`config.mk`:
```
export PLATFORM = sky130hd
export DESIGN_NAME = pll_lock_sequencer
export DESIGN_NICKNAME = d
export VERILOG_FILES = /design/src/rtl/pll_lock_sequencer.sv
export SDC_FILE = /design/constraint.sdc
export NUM_CORES = 1
export LEC_CHECK = 0
export CAP_MARGIN = 20
export CORE_UTILIZATION = 49
export CTS_CLUSTER_DIAMETER = 100
export DETAILED_ROUTE_END_ITERATION = 8
export PLACE_DENSITY = 0.83
export RECOVER_POWER = 100
export SETUP_SLACK_MARGIN = 0.15
export SYNTH_ARGS = -nofsm -noshare
export SYNTH_HDL_FRONTEND = slang
export SYNTH_SLANG_ARGS = --single-unit
```
`constraint.sdc`:
```
create_clock -name refclk -period 2.4 [get_ports refclk]
set_input_delay 0.24 -clock refclk [delete_from_list [all_inputs] [get_ports refclk]]
set_output_delay 0.24 -clock refclk [all_outputs]
set_load 0.05 [all_outputs]
```
`src/rtl/pll_lock_sequencer.sv`:
```
// PLL lock sequencer: drives the PLL reset, waits for lock with a timeout,
// qualifies lock over a stability window, then releases the core reset.
// Retries on timeout, recovers from lock loss, and latches a fatal flag
// after the retry allowance is exhausted. Runs entirely on refclk.
module pll_lock_sequencer #(
    parameter int RST_CYCLES    = 16,
    parameter int LOCK_TIMEOUT  = 65536,
    parameter int STABLE_CYCLES = 1024,
    parameter int MAX_RETRIES   = 7,
    parameter int CNT_W         = 20
) (
    input  logic       refclk,
    input  logic       rst,
    input  logic       pll_locked,
    output logic       pll_rst,
    output logic       core_rst,
    output logic       ready,
    output logic       fail,
    output logic [7:0] retry_cnt,
    output logic [7:0] loss_cnt,
    output logic [2:0] state_dbg
);

    localparam logic [2:0] S_RST  = 3'd0;
    localparam logic [2:0] S_WAIT = 3'd1;
    localparam logic [2:0] S_STAB = 3'd2;
    localparam logic [2:0] S_RUN  = 3'd3;
    localparam logic [2:0] S_FAIL = 3'd4;

    localparam logic [CNT_W-1:0] RST_LAST     = CNT_W'(RST_CYCLES - 1);
    localparam logic [CNT_W-1:0] TIMEOUT_LAST = CNT_W'(LOCK_TIMEOUT - 1);
    localparam logic [CNT_W-1:0] STABLE_LAST  = CNT_W'(STABLE_CYCLES - 1);
    localparam logic [7:0]       RETRY_LIMIT  = 8'(MAX_RETRIES);

    logic [2:0]       state;
    logic [2:0]       state_nx;
    logic [CNT_W-1:0] cnt;
    logic [CNT_W-1:0] cnt_nx;
    logic [7:0]       retry_nx;
    logic [7:0]       loss_nx;
    logic             lock_meta;
    logic             lock_s;
    logic             pll_rst_nx;
    logic             core_rst_nx;
    logic             ready_nx;
    logic             fail_nx;

    // Two-flop synchronizer bringing the asynchronous lock indication into refclk.
    always_ff @(posedge refclk) begin
        // NOTE: sequential state uses non-blocking assignments so every flop
        // samples the pre-edge value of its neighbours (lock_s gets the old lock_meta).
        if (rst) begin
            lock_meta <= 1'b0;
            lock_s    <= 1'b0;
        end else begin
            lock_meta <= pll_locked;
            lock_s    <= lock_meta;
        end
    end

    // Next-state, counter and retry/loss bookkeeping.
    always_comb begin
        // NOTE: every variable gets a default before the case so no path
        // leaves one unassigned, which would otherwise infer a latch.
        state_nx = state;
        cnt_nx   = cnt + 1'b1;
        retry_nx = retry_cnt;
        loss_nx  = loss_cnt;

        case (state)
            S_RST: begin
                if (cnt == RST_LAST) begin
                    state_nx = S_WAIT;
                    cnt_nx   = '0;
                end
            end

            S_WAIT: begin
                // Lock takes priority over a coincident timeout.
                if (lock_s) begin
                    state_nx = S_STAB;
                    cnt_nx   = '0;
                end else if (cnt == TIMEOUT_LAST) begin
                    cnt_nx = '0;
                    if (retry_cnt == RETRY_LIMIT) begin
                        state_nx = S_FAIL;
                    end else begin
                        state_nx = S_RST;
                        retry_nx = retry_cnt + 8'd1;
                    end
                end
            end

            S_STAB: begin
                // Any sampled low restarts qualification with a fresh timeout.
                if (!lock_s) begin
                    state_nx = S_WAIT;
                    cnt_nx   = '0;
                end else if (cnt == STABLE_LAST) begin
                    state_nx = S_RUN;
                    cnt_nx   = '0;
                    retry_nx = 8'd0;
                end
            end

            S_RUN: begin
                // Counter is idle here; hold it so it can never wrap.
                cnt_nx = cnt;
                if (!lock_s) begin
                    state_nx = S_RST;
                    cnt_nx   = '0;
                    if (loss_cnt != 8'hFF) begin
                        loss_nx = loss_cnt + 8'd1;
                    end
                end
            end

            S_FAIL: begin
                // Terminal until rst; the lock input is ignored.
                cnt_nx = cnt;
            end

            default: begin
                state_nx = S_RST;
                cnt_nx   = '0;
            end
        endcase
    end

    // Output decode from the next state so outputs register alongside it.
    always_comb begin
        pll_rst_nx  = (state_nx == S_RST) || (state_nx == S_FAIL);
        core_rst_nx = (state_nx != S_RUN);
        ready_nx    = (state_nx == S_RUN);
        fail_nx     = (state_nx == S_FAIL);
    end

    // State, counters and registered outputs.
    always_ff @(posedge refclk) begin
        if (rst) begin
            state     <= S_RST;
            cnt       <= '0;
            retry_cnt <= 8'd0;
            loss_cnt  <= 8'd0;
            pll_rst   <= 1'b1;
            core_rst  <= 1'b1;
            ready     <= 1'b0;
            fail      <= 1'b0;
        end else begin
            state     <= state_nx;
            cnt       <= cnt_nx;
            retry_cnt <= retry_nx;
            loss_cnt  <= loss_nx;
            pll_rst   <= pll_rst_nx;
            core_rst  <= core_rst_nx;
            ready     <= ready_nx;
            fail      <= fail_nx;
        end
    end

    assign state_dbg = state;

endmodule

```
After elaboration in Yosys (flattened, before gate mapping)
Index checks and enable logic that the tools add are counted.
Operators by class
  shift operators: 0
  order comparisons: 0
  add/subtract/negate cells: 3
  divide/modulo/power cells: 0
  multiply operators: 0
  bitwise gates (word level): 2
  equal/unequal tests: 18
  reductions and logical operators: 7
  muxes and demuxes: 21
Operators with widths (count)
  $mux W20: 6
  $pmux W20 S5: 1
  $mux W8: 5
  $mux W3: 7
  $add A20 B1 Y20 const B: 1
  $eq A20 B10 Y1 const B: 1
  $eq A20 B16 Y1 const B: 1
  $eq A20 B4 Y1 const B: 1
  $add A8 B1 Y8 const B: 2
  $pmux W8 S2: 1
  $pmux W3 S5: 1
  $ne A2 B2 Y1 const B: 6
  $eq A3 B2 Y1 const B: 3
  $eq A8 B3 Y1 const B: 1
  $ne A8 B8 Y1 const B: 1
  $eq A3 B3 Y1 const B: 2
  $logic_not A3 Y1: 2
  $reduce_and A6 Y1: 1
  $eq A3 B1 Y1 const B: 1
  $ne A3 B2 Y1 const B: 1
  $reduce_and A3 Y1: 1
  $not A1 Y1: 2
  $reduce_and A2 Y1: 1
  $reduce_bool A2 Y1: 1
  $logic_or A1 B1 Y1: 1
Storage, ports and cells
  ROM bits: 0
  flip-flop bits (word level): 45
  word-level logic and storage cells: 61
  latch bits: 0
  input port bits: 3
  memories kept: 0
  bits in writable memories: 0

Longest topological paths before layout
  depth after elaboration: 7
  gate-level depth with buffers: 8
  mapped depth without buffers: 7

Worst setup path before layout
OpenSTA, ideal clock, no wires.
  path type: register to register
  start point: register state[0] (netlist: state_dbg[0])
  end point: register retry_cnt[6]
  setup time: 70 ps
  cell stages (with the launch flop): 7
  arrival time: 2285 ps
  required time: 2330 ps
  slack: 45 ps
  period minus slack after synthesis: 2355 ps
  cell sequence: dfxtp_1 or3b_2 nor2_1 a32o_1 nand2_1 or4_1 a21oi_1
Between the ends
  cells in the longest elaborated chain, start to end: 3
  elaborated cells on any way between the ends: 10
RTL lines
  start, declared: line 35  | logic [2:0] state;
  start signal, assigned: line 150  | state <= state_nx;
  $eq A3 B2 Y1 / $eq A3 B1 Y1 (equally long branches): line 70  | case (state)
  $ne A2 B2 Y1 (no source line) / $reduce_bool A2 Y1 (equally long branches)
  $reduce_and A6 Y1 (no source line)
  end signal, assigned: line 152  | retry_cnt <= retry_nx;
  end, declared: line 19  | output logic [7:0] retry_cnt,
Parallel ways exist; a longest one is shown, timed or not.
A chain may end at the register's enable or synchronous reset.

Final worst setup path
Ends and elaborated chain as after synthesis.

==> flow_metrics.tcl <==
set metrics [dict create \
    outcome "complete, no violations" \
    final_cell_mix "dfxtp_1, nor2_1, xor2_1, dlygate4sd3_1, nand2_1" \
    drt-vias-per-instance 5.65 \
    leakagePower_uw 0.00104 \
    die_w_um 67.6 \
    row_count 23 \
    yosysTopAreaCell "dfxtp_1" \
    core_um2 4060 \
    finalSetupTns_ns 0 \
    syn_inst 241 \
    slew_headroom_pct 45.8 \
    max_freq_mhz 433 \
    critPathMaxFanout 9 \
    gp_congestion 0.830 \
    fin_crit_sh_pct 96.2 \
    dr.pass1.iters 4 \
    cts_inserted_buffers 5 \
    start_util_pct 52.0 \
    diodes 0 \
    wire_per_inst_um 13.9 \
    cp.arrival_ns 2.54 \
    switching_power_uw 312 \
    route.detailed.drc 0 \
    cts_hold_buffers 0 \
    critPathKind "flip-flop to flip-flop" \
    finalHoldWorstSlack_ns 0.469 \
    synth_top_area_share_pct 42.7 \
    grt_usage_pct 21.8 \
    h-tree-depth 2 \
    chipHeight_um 67.6 \
    cts_max_path_buffers 2 \
    final_layout_size_suffix_gt1_share_pct 13.9 \
    cts_tree "done" \
    hold_violations 0 \
    grt_max_degree 21 \
    seqPwrFrac_pct 50.6 \
    drv_slew 0 \
    ys_types 45 \
    utilization_pct 65.5 \
    routed-via-count 1870 \
    hold_class "flip-flop to flip-flop" \
    layout_commonest_cell "dfxtp_1" \
    grt_pass1_wl_mm 7.31 \
    clock_sinks 45 \
    yosys_warnings 0 \
    r2r_slack_ns 0.09 \
    synth-edff-count 0 \
    intPower_uw 1210 \
    die-area_um2 4570 \
    drtIter0Drc 146 \
    ys_top_cells_by_area "dfxtp_1, xor2_1, nor2_1" \
    syn-num-nets 247 \
    grt_pass1_vias 1726 \
    area_delta_synth_final_pct 26.0 \
    cp_data_required_time_ns 2.64 \
    synthFlopType "dfxtp_1" \
    ys_seq_area_share_pct 42.7 \
    root_buffer "clkbuf_8" \
    grt-ovfl-total 0 \
    setup_viol 0 \
    fin_crit_ns 2.31 \
    syn_area_um2 2110 \
    ir_drop_mv 0.263 \
    cap_viol_max_count 0 \
    antenna_left 0 \
    dpl.hpwl_mm 3.11 \
    rsz0062_at_grt "true" \
    pwr-share-comb_pct 5.5 \
    final_nets 286 \
    clock_skew_ns 0.00586 \
    worstMarginPinSlew_ns 0.812 \
    synth.ff_latch_count 45 \
    cts.reportedPaths.clkPinSlew_ns 0.08 \
    antenna_found_initial 0 \
    portBuffers 25 \
    switching_share_pct 20.6 \
    syn_area_per_cell_um2 8.75 \
    async_flop_share_pct 0 \
    wl_mm 4.59 \
    power_density_nw_per_um2 571 \
    insertion_delay_ns 0.30 \
    p_clk_share_pct 43.9 \
    start_kind "flip-flop" \
    io_pins 26 \
    worst_setup_path_end_kind "flip-flop" \
]
==> final timing paths <==
path                                              start                        end  cells after the start
worst max register to register  state_dbg[0]$_SDFF_PP0_  retry_cnt[6]$_SDFFE_PP0P_                      6
worst min register to register     lock_meta$_SDFF_PP0_          lock_s$_SDFF_PP0_                      1
worst max-delay path            state_dbg[0]$_SDFF_PP0_  retry_cnt[6]$_SDFFE_PP0P_                      6
worst min-delay path               lock_meta$_SDFF_PP0_          lock_s$_SDFF_PP0_                      1
==> critical path, cell delays in order, from the launching register on <==
cell and delay, ns:
dfxtp_1 0.49, or3b_2 0.53, nor2_2 0.19, a32o_2 0.28, nand2_1 0.15, or4_1 0.44, a21oi_1 0.16
==> synthesized netlist by cell type, types with 2 or more instances <==
cell type	n
a21oi_1	4
and3_1	7
and4_1	2
clkbuf_1	5
dfxtp_1	45
ha_1	3
inv_1	4
mux2i_1	3
nand2_1	19
nand2b_1	5
nand3_1	16
nand3b_1	2
nand4_1	8
nor2_1	42
nor2b_1	2
nor3_1	7
nor4_1	5
o21ai_0	2
o21ai_1	2
o31ai_1	2
or2_2	2
or4_1	3
or4_4	2
xnor2_1	6
xor2_1	23
==> stage by stage <==
stage | power, µW | setup slack [ns] | instance area (µm²) | instances
2_1_floorplan | 840 | 0.126 | 2120 | 241
3_3_place_gp | 864 | 0.165 | 2480 | 319
3_5_place_dp | 866 | 0.115 | 2480 | 319
4_1_cts | 1530 | 0.130 | 2650 | 331
5_1_grt | 1570 | 0.0640 | 2660 | 331
6_report | 1520 | 0.0905 | 2660 | 331
==> power by group through the flow <==
stage | clock network [µW] | logic (µW) | registers, µW
after global placement | 0 | 79.1 | 784
final | 666 | 84.3 | 768
after detailed placement | 0 | 81.0 | 785
after floorplan | 0 | 48.4 | 792
after CTS | 676 | 85.0 | 768
after global routing | 709 | 91.4 | 770
==> registers in the layout, indices dropped and copies added (netlist names) <==
name,cells
core_rst,1
cnt,20
retry_cnt,8
loss_cnt,8
pll_rst,1
state_dbg,3
fail,1
lock_s,1
ready,1
lock_meta,1
==> repair_timing <==
item                                    in CTS  in global routing
endpoints found under the setup margin      21                 23
pin swaps                                    4                  1
setup buffers                                4                  0
gates resized for setup                      4                  5
endpoints found under the hold margin        0                  0
==> metal layers <==
metal | track usage, % | wire length, µm
met5 | 0 | 0
met4 | 11.7 | 115
met3 | 5.91 | 188
met2 | 35.6 | 2260
met1 | 25.7 | 2030
==> cell type report <==
class | instances | area, µm²
Inverter | 4 | 15.0
Timing Repair Buffer | 38 | 353
Clock inverter | 3 | 65.1
Multi-Input combinational cell | 186 | 1190
Tap cell | 50 | 62.6
Clock buffer | 5 | 68.8
Sequential cell | 45 | 905
Fill cell | 345 | 1400
==> logic make-up (layout without fill, tap and decap cells) <==
logic type      after synthesis  count (layout)  share of synthesized area (%)
simple gates                131             131                           32.5
flops                        45              45                           42.7
xor+xnor                     29              29                           12.0
compound gates               20              20                           7.41
buf+inv                      10              50                           2.14
fa+ha+maj                     3               3                           1.78
mux                           3               3                           1.42
No activity file was read; power rests on OpenSTA's default activity.
